==> config.mk <==
export PLATFORM = sky130hd
export DESIGN_NAME = piso_shift_transmitter
export DESIGN_NICKNAME = d
export VERILOG_FILES = /design/src/rtl/piso_pkg.sv /design/src/rtl/piso_shift_transmitter.sv
export SDC_FILE = /design/constraint.sdc
export NUM_CORES = 1
export LEC_CHECK = 0
export CORE_AREA = 4 4 41 43
export CTS_CLUSTER_DIAMETER = 60
export DETAILED_ROUTE_END_ITERATION = 8
export DIE_AREA = 0 0 45 47
export GPL_ROUTABILITY_DRIVEN = 0
export PLACE_DENSITY = 0.66
export SETUP_SLACK_MARGIN = 0.5
export SLEW_MARGIN = 10
export SYNTH_ARGS = -nofsm -noshare
export SYNTH_HDL_FRONTEND = slang
export SYNTH_SLANG_ARGS = --single-unit
export TNS_END_PERCENT = 1
==> constraint.sdc <==
create_clock -name clk -period 1.9 [get_ports clk]
set_clock_uncertainty 0.15 [all_clocks]
set_input_delay 0.285 -clock clk [delete_from_list [all_inputs] [get_ports clk]]
set_output_delay 0.285 -clock clk [all_outputs]
set_load 0.01 [all_outputs]
==> src/rtl/piso_pkg.sv <==
// Shared types for the 4-bit serial shift link transmitter.
// Imported by the PISO transmitter.
package piso_pkg;

  typedef enum logic {
    IDLE,
    SHIFT
  } piso_state_t;

  localparam int unsigned PISO_WIDTH = 4;

endpackage

==> src/rtl/piso_shift_transmitter.sv <==
// Parallel-in/serial-out transmitter for the serial shift link.
// Word loaded over valid/ready, one bit sent per shift_en.
module piso_shift_transmitter
  import piso_pkg::*;
#(
  parameter int unsigned WIDTH      = PISO_WIDTH,
  parameter bit          MSB_FIRST  = 1'b1,
  parameter logic        IDLE_LEVEL = 1'b0
) (
  input  logic             clk,
  input  logic             reset_n,
  input  logic             load_valid,
  output logic             load_ready,
  input  logic [WIDTH-1:0] load_data,
  input  logic             shift_en,
  output logic             serial_out,
  output logic             serial_valid,
  output logic             busy,
  output logic             frame_done
);

  localparam int unsigned CW = $clog2(WIDTH + 1);
  localparam logic [CW-1:0] CNT_FULL = CW'(WIDTH);
  localparam logic [CW-1:0] CNT_ONE  = CW'(1);

  piso_state_t      state_q, state_d;
  logic [WIDTH-1:0] shift_q, shift_d;
  logic [CW-1:0]    cnt_q, cnt_d;
  logic             serial_q, serial_d;
  logic             done_q, done_d;

  logic             last_bit;

  function automatic logic head_of(
    input logic [WIDTH-1:0] v
  );
    return MSB_FIRST ? v[WIDTH-1] : v[0];
  endfunction

  function automatic logic [WIDTH-1:0] advance(
    input logic [WIDTH-1:0] v
  );
    return MSB_FIRST ? {v[WIDTH-2:0], 1'b0}
                     : {1'b0, v[WIDTH-1:1]};
  endfunction

  assign last_bit = (state_q == SHIFT) &&
                    (cnt_q == CNT_ONE) &&
                    shift_en;

  // A new word may enter in IDLE or as the last bit leaves.
  assign load_ready = (state_q == IDLE) || last_bit;

  assign serial_out   = serial_q;
  assign serial_valid = (state_q == SHIFT);
  assign busy         = (state_q == SHIFT);
  assign frame_done   = done_q;

  // Next-state: load, shift, last-bit reload or return to idle.
  always_comb begin
    state_d = state_q;
    shift_d = shift_q;
    cnt_d   = cnt_q;
    done_d  = 1'b0;
    unique case (state_q)
      IDLE: begin
        if (load_valid) begin
          shift_d = load_data;
          cnt_d   = CNT_FULL;
          state_d = SHIFT;
        end
      end
      SHIFT: begin
        if (shift_en) begin
          shift_d = advance(shift_q);
          cnt_d   = cnt_q - CNT_ONE;
          if (cnt_q == CNT_ONE) begin
            done_d = 1'b1;
            if (load_valid) begin
              shift_d = load_data;
              cnt_d   = CNT_FULL;
            end else begin
              state_d = IDLE;
            end
          end
        end
      end
      default: begin
        state_d = IDLE;
      end
    endcase
    serial_d = (state_d == SHIFT) ? head_of(shift_d)
                                  : IDLE_LEVEL;
  end

  // State, datapath and registered serial outputs.
  always_ff @(posedge clk or negedge reset_n) begin
    if (!reset_n) begin
      state_q  <= IDLE;
      shift_q  <= '0;
      cnt_q    <= '0;
      serial_q <= IDLE_LEVEL;
      done_q   <= 1'b0;
    end else begin
      state_q  <= state_d;
      shift_q  <= shift_d;
      cnt_q    <= cnt_d;
      serial_q <= serial_d;
      done_q   <= done_d;
    end
  end

endmodule

==> impl_metrics.py <==
metrics = {
    "yosys": {
        "synth_flop_cell": "dfrtp_1",
        "synth.avg_cell_area_um2": 11.1,
        "synth_common_cells": "10 x dfrtp_1, 5 x nand2_1, 4 x a21oi_1",
        "synth_top_area_frac": 0.442,
        "async_reset_ff_frac": 1.00,
        "syn_area_um2": 566,
        "yosys.area.top_type": "dfrtp_1",
        "synth_nets": 61,
        "synth_cell_types": 25,
        "synth_most_common_cell": "dfrtp_1",
        "synth_edf_count": 0,
        "syn_inst": 51,
        "synth.area.top_cells": "dfrtp_1 44%, mux2i_1 5.3%, ha_1 4.4%",
        "seq_area_frac_synth": 0.442,
        "ys.warnings.count": 0,
        "ys_ff_latch": 10,
    },
    "grt": {
        "grt_max_degree": 11,
        "grt-ovfl-total": 0,
        "grt_pass1_wl_mm": 2.34,
        "antenna_found_initial": 0,
        "grt_pass1_vias": 507,
        "grtUsageTotal": 0.161,
    },
    "worst_setup_path": {
        "cpPeakStageDelay_ns": 0.39,
        "ff2ff_path_depth": 5,
        "crit_required_ns": 1.46,
        "critPathMaxFanout": 2,
        "critPathKind": "register to output port",
        "critPathLaunchType": "register",
        "arrival_ns": 1.22,
        "critPathSlowestCell": "dfrtp_1",
        "end_kind": "output port",
        "path_cells": "inv_2 > ha_4 > nand3b_1 > nand2_1 > buf_2",
    },
    "sta": {
        "fmax_mhz": 604,
        "tightest_slew_ns": 0.476,
        "rsz0062_at_grt": "true",
        "finalCritPeriodShare": 0.871,
        "drv_slew": 0,
        "finalWorstPathRequiredPeriod_ns": 1.65,
        "slew_headroom": 0.681,
        "finalHoldViolations": 0,
        "setup_viol": 0,
        "hold_slack_ns": 0.189,
    },
    "place": {
        "io_buffer_count": 12,
        "dp_hpwl_um": 881,
    },
    "route": {
        "drt_iter0_markers": 15,
        "vias": 469,
        "drc_errors": 0,
        "wl_per_cell_um": 14.6,
        "drtAntennaViolNets": 0,
        "routed_wl_mm": 1.30,
        "avgViaCountPerCell": 5.27,
        "firstDrtPassIters": 4,
    },
    "layout": {
        "nFillCells": 120,
        "seq_area_um2": 251,
        "final_core_util": 0.613,
        "drive_gt1_frac": 0.338,
        "final_nets": 85,
        "area_growth_pct": 41.2,
        "num_antenna_cells": 0,
        "multi_input_area_um2": 290,
    },
    "power_and_ir_drop": {
        "swShare": 0.334,
        "clkPwrFrac": 0.198,
        "internal_power_uw": 656,
        "seqPwrFrac": 0.348,
        "finalPower_uw": 985,
        "powerDensity_nw_per_um2": 1230,
        "peakVddDrop_uv": 580,
        "p_switching_uw": 329,
        "power_leakage_nw": 0.361,
        "pwr-share-comb": 0.454,
    },
    "floorplanning": {
        "die-height_um": 47,
        "start_util": 0.435,
        "die-area_um2": 2120,
        "pin_count": 13,
        "die_w_um": 45,
        "design.core.area_um2": 1300,
        "row_count": 13,
    },
    "cts": {
        "cts-root-buf": "clkbuf_4",
        "numCtsBuffers": 3,
        "tritoncts": "yes",
        "clk_pin_slew_worst_paths_ns": 0.07,
        "clockBufferDepth": 2,
        "cts.sink_count": 10,
        "clk_latency_ns": 0.27,
        "cts_max_level": 1,
    },
    "outcome": {
        "outcome": "completed",
    },
    "job": {
        "cap_viol_max_count": 0,
    },
    "hold_path": {
        "min_path_type": "input port to async pin",
    },
}
[metrics by stage]
stage          instances  worst slack (ns)  setup TNS, ns  instance area (um2)
4_1_cts               88             0.255              0                  791
6_report              89             0.245              0                  798
5_1_grt               89             0.148              0                  798
3_3_place_gp          78           -0.0480        -0.0480                  703
2_1_floorplan         51             0.501              0                  568
3_5_place_dp          78           -0.0690        -0.0690                  703
[placed cells by master (no fill, tap or decap), types with 2 or more instances in the layout]
cell type / count
a21oi_1: 4
buf_4: 10
clkbuf_4: 3
clkdlybuf4s50_1: 11
dfrtp_1: 9
inv_1: 2
mux2i_1: 3
nand2_1: 5
nand3b_1: 3
o21ai_0: 3
[cell families (layout without fill, tap and decap cells)]
family / count (synthesis) / in the layout / share of synthesized area
AO/OA/AOI/OAI: 15 / 15 / 0.188
adder cells (fa/ha/maj): 2 / 2 / 0.0442
buffers and inverters: 6 / 29 / 0.0664
flip-flops: 10 / 10 / 0.442
multiplexers: 4 / 4 / 0.0929
AND/OR/NAND/NOR: 14 / 14 / 0.166
[sequential cells by signal, indices dropped and copies added (netlist names)]
name	count
cnt_q	3
serial_out	1
busy	1
frame_done	1
shift_q	4
[metal layers]
layer  track usage  part of all wire  vias up
met1         0.211              0.49      221
met3        0.0498             0.052        2
li1              -                 -      235
met4        0.0877             0.018        0
met2         0.237              0.44       11
met5             0                 0        -
[worst paths after layout]
path	startpoint	endpoint	slack, ns
worst max register to register	cnt_q[0]	shift_q[1]	0.30
worst max-delay path	cnt_q[1]	load_ready	0.25
max in group asynchronous	reset_n	busy	1.06
worst min-delay path	reset_n	shift_q[1]	0.19
worst min register to register	cnt_q[2]	frame_done	0.37
min in group clk	cnt_q[2]	frame_done	0.37
[cell type report]
cell class                 instances  area share
clock buffer                       4      0.0455
inverter                           3      0.0141
multi-input combinational         35       0.364
sequential                        10       0.315
tap                               15      0.0235
timing repair buffer              22       0.238
[power by group through the flow]
stage	Clock, mW	Combinational [mW]	Sequential, mW
global placement	0	0.329	0.347
floorplan	0	0.222	0.342
detailed placement	0	0.336	0.351
global route	0.221	0.497	0.356
finish	0.195	0.447	0.342
CTS	0.203	0.424	0.341
[critical path, delay by kind of cell, from the launching register on]
family,cells,cell delay [ns]
simple gates,2,0.22
flops,1,0.39
buf+inv,2,0.21
fa+ha+maj,1,0.13
[what timing repair did]
item	CTS	global route
setup endpoints to repair	9	14
buffers inserted	6	1
pin swaps	2	2
hold buffers	0	0
resized for setup	7	0
No activity file was read; power rests on OpenSTA's default activity.
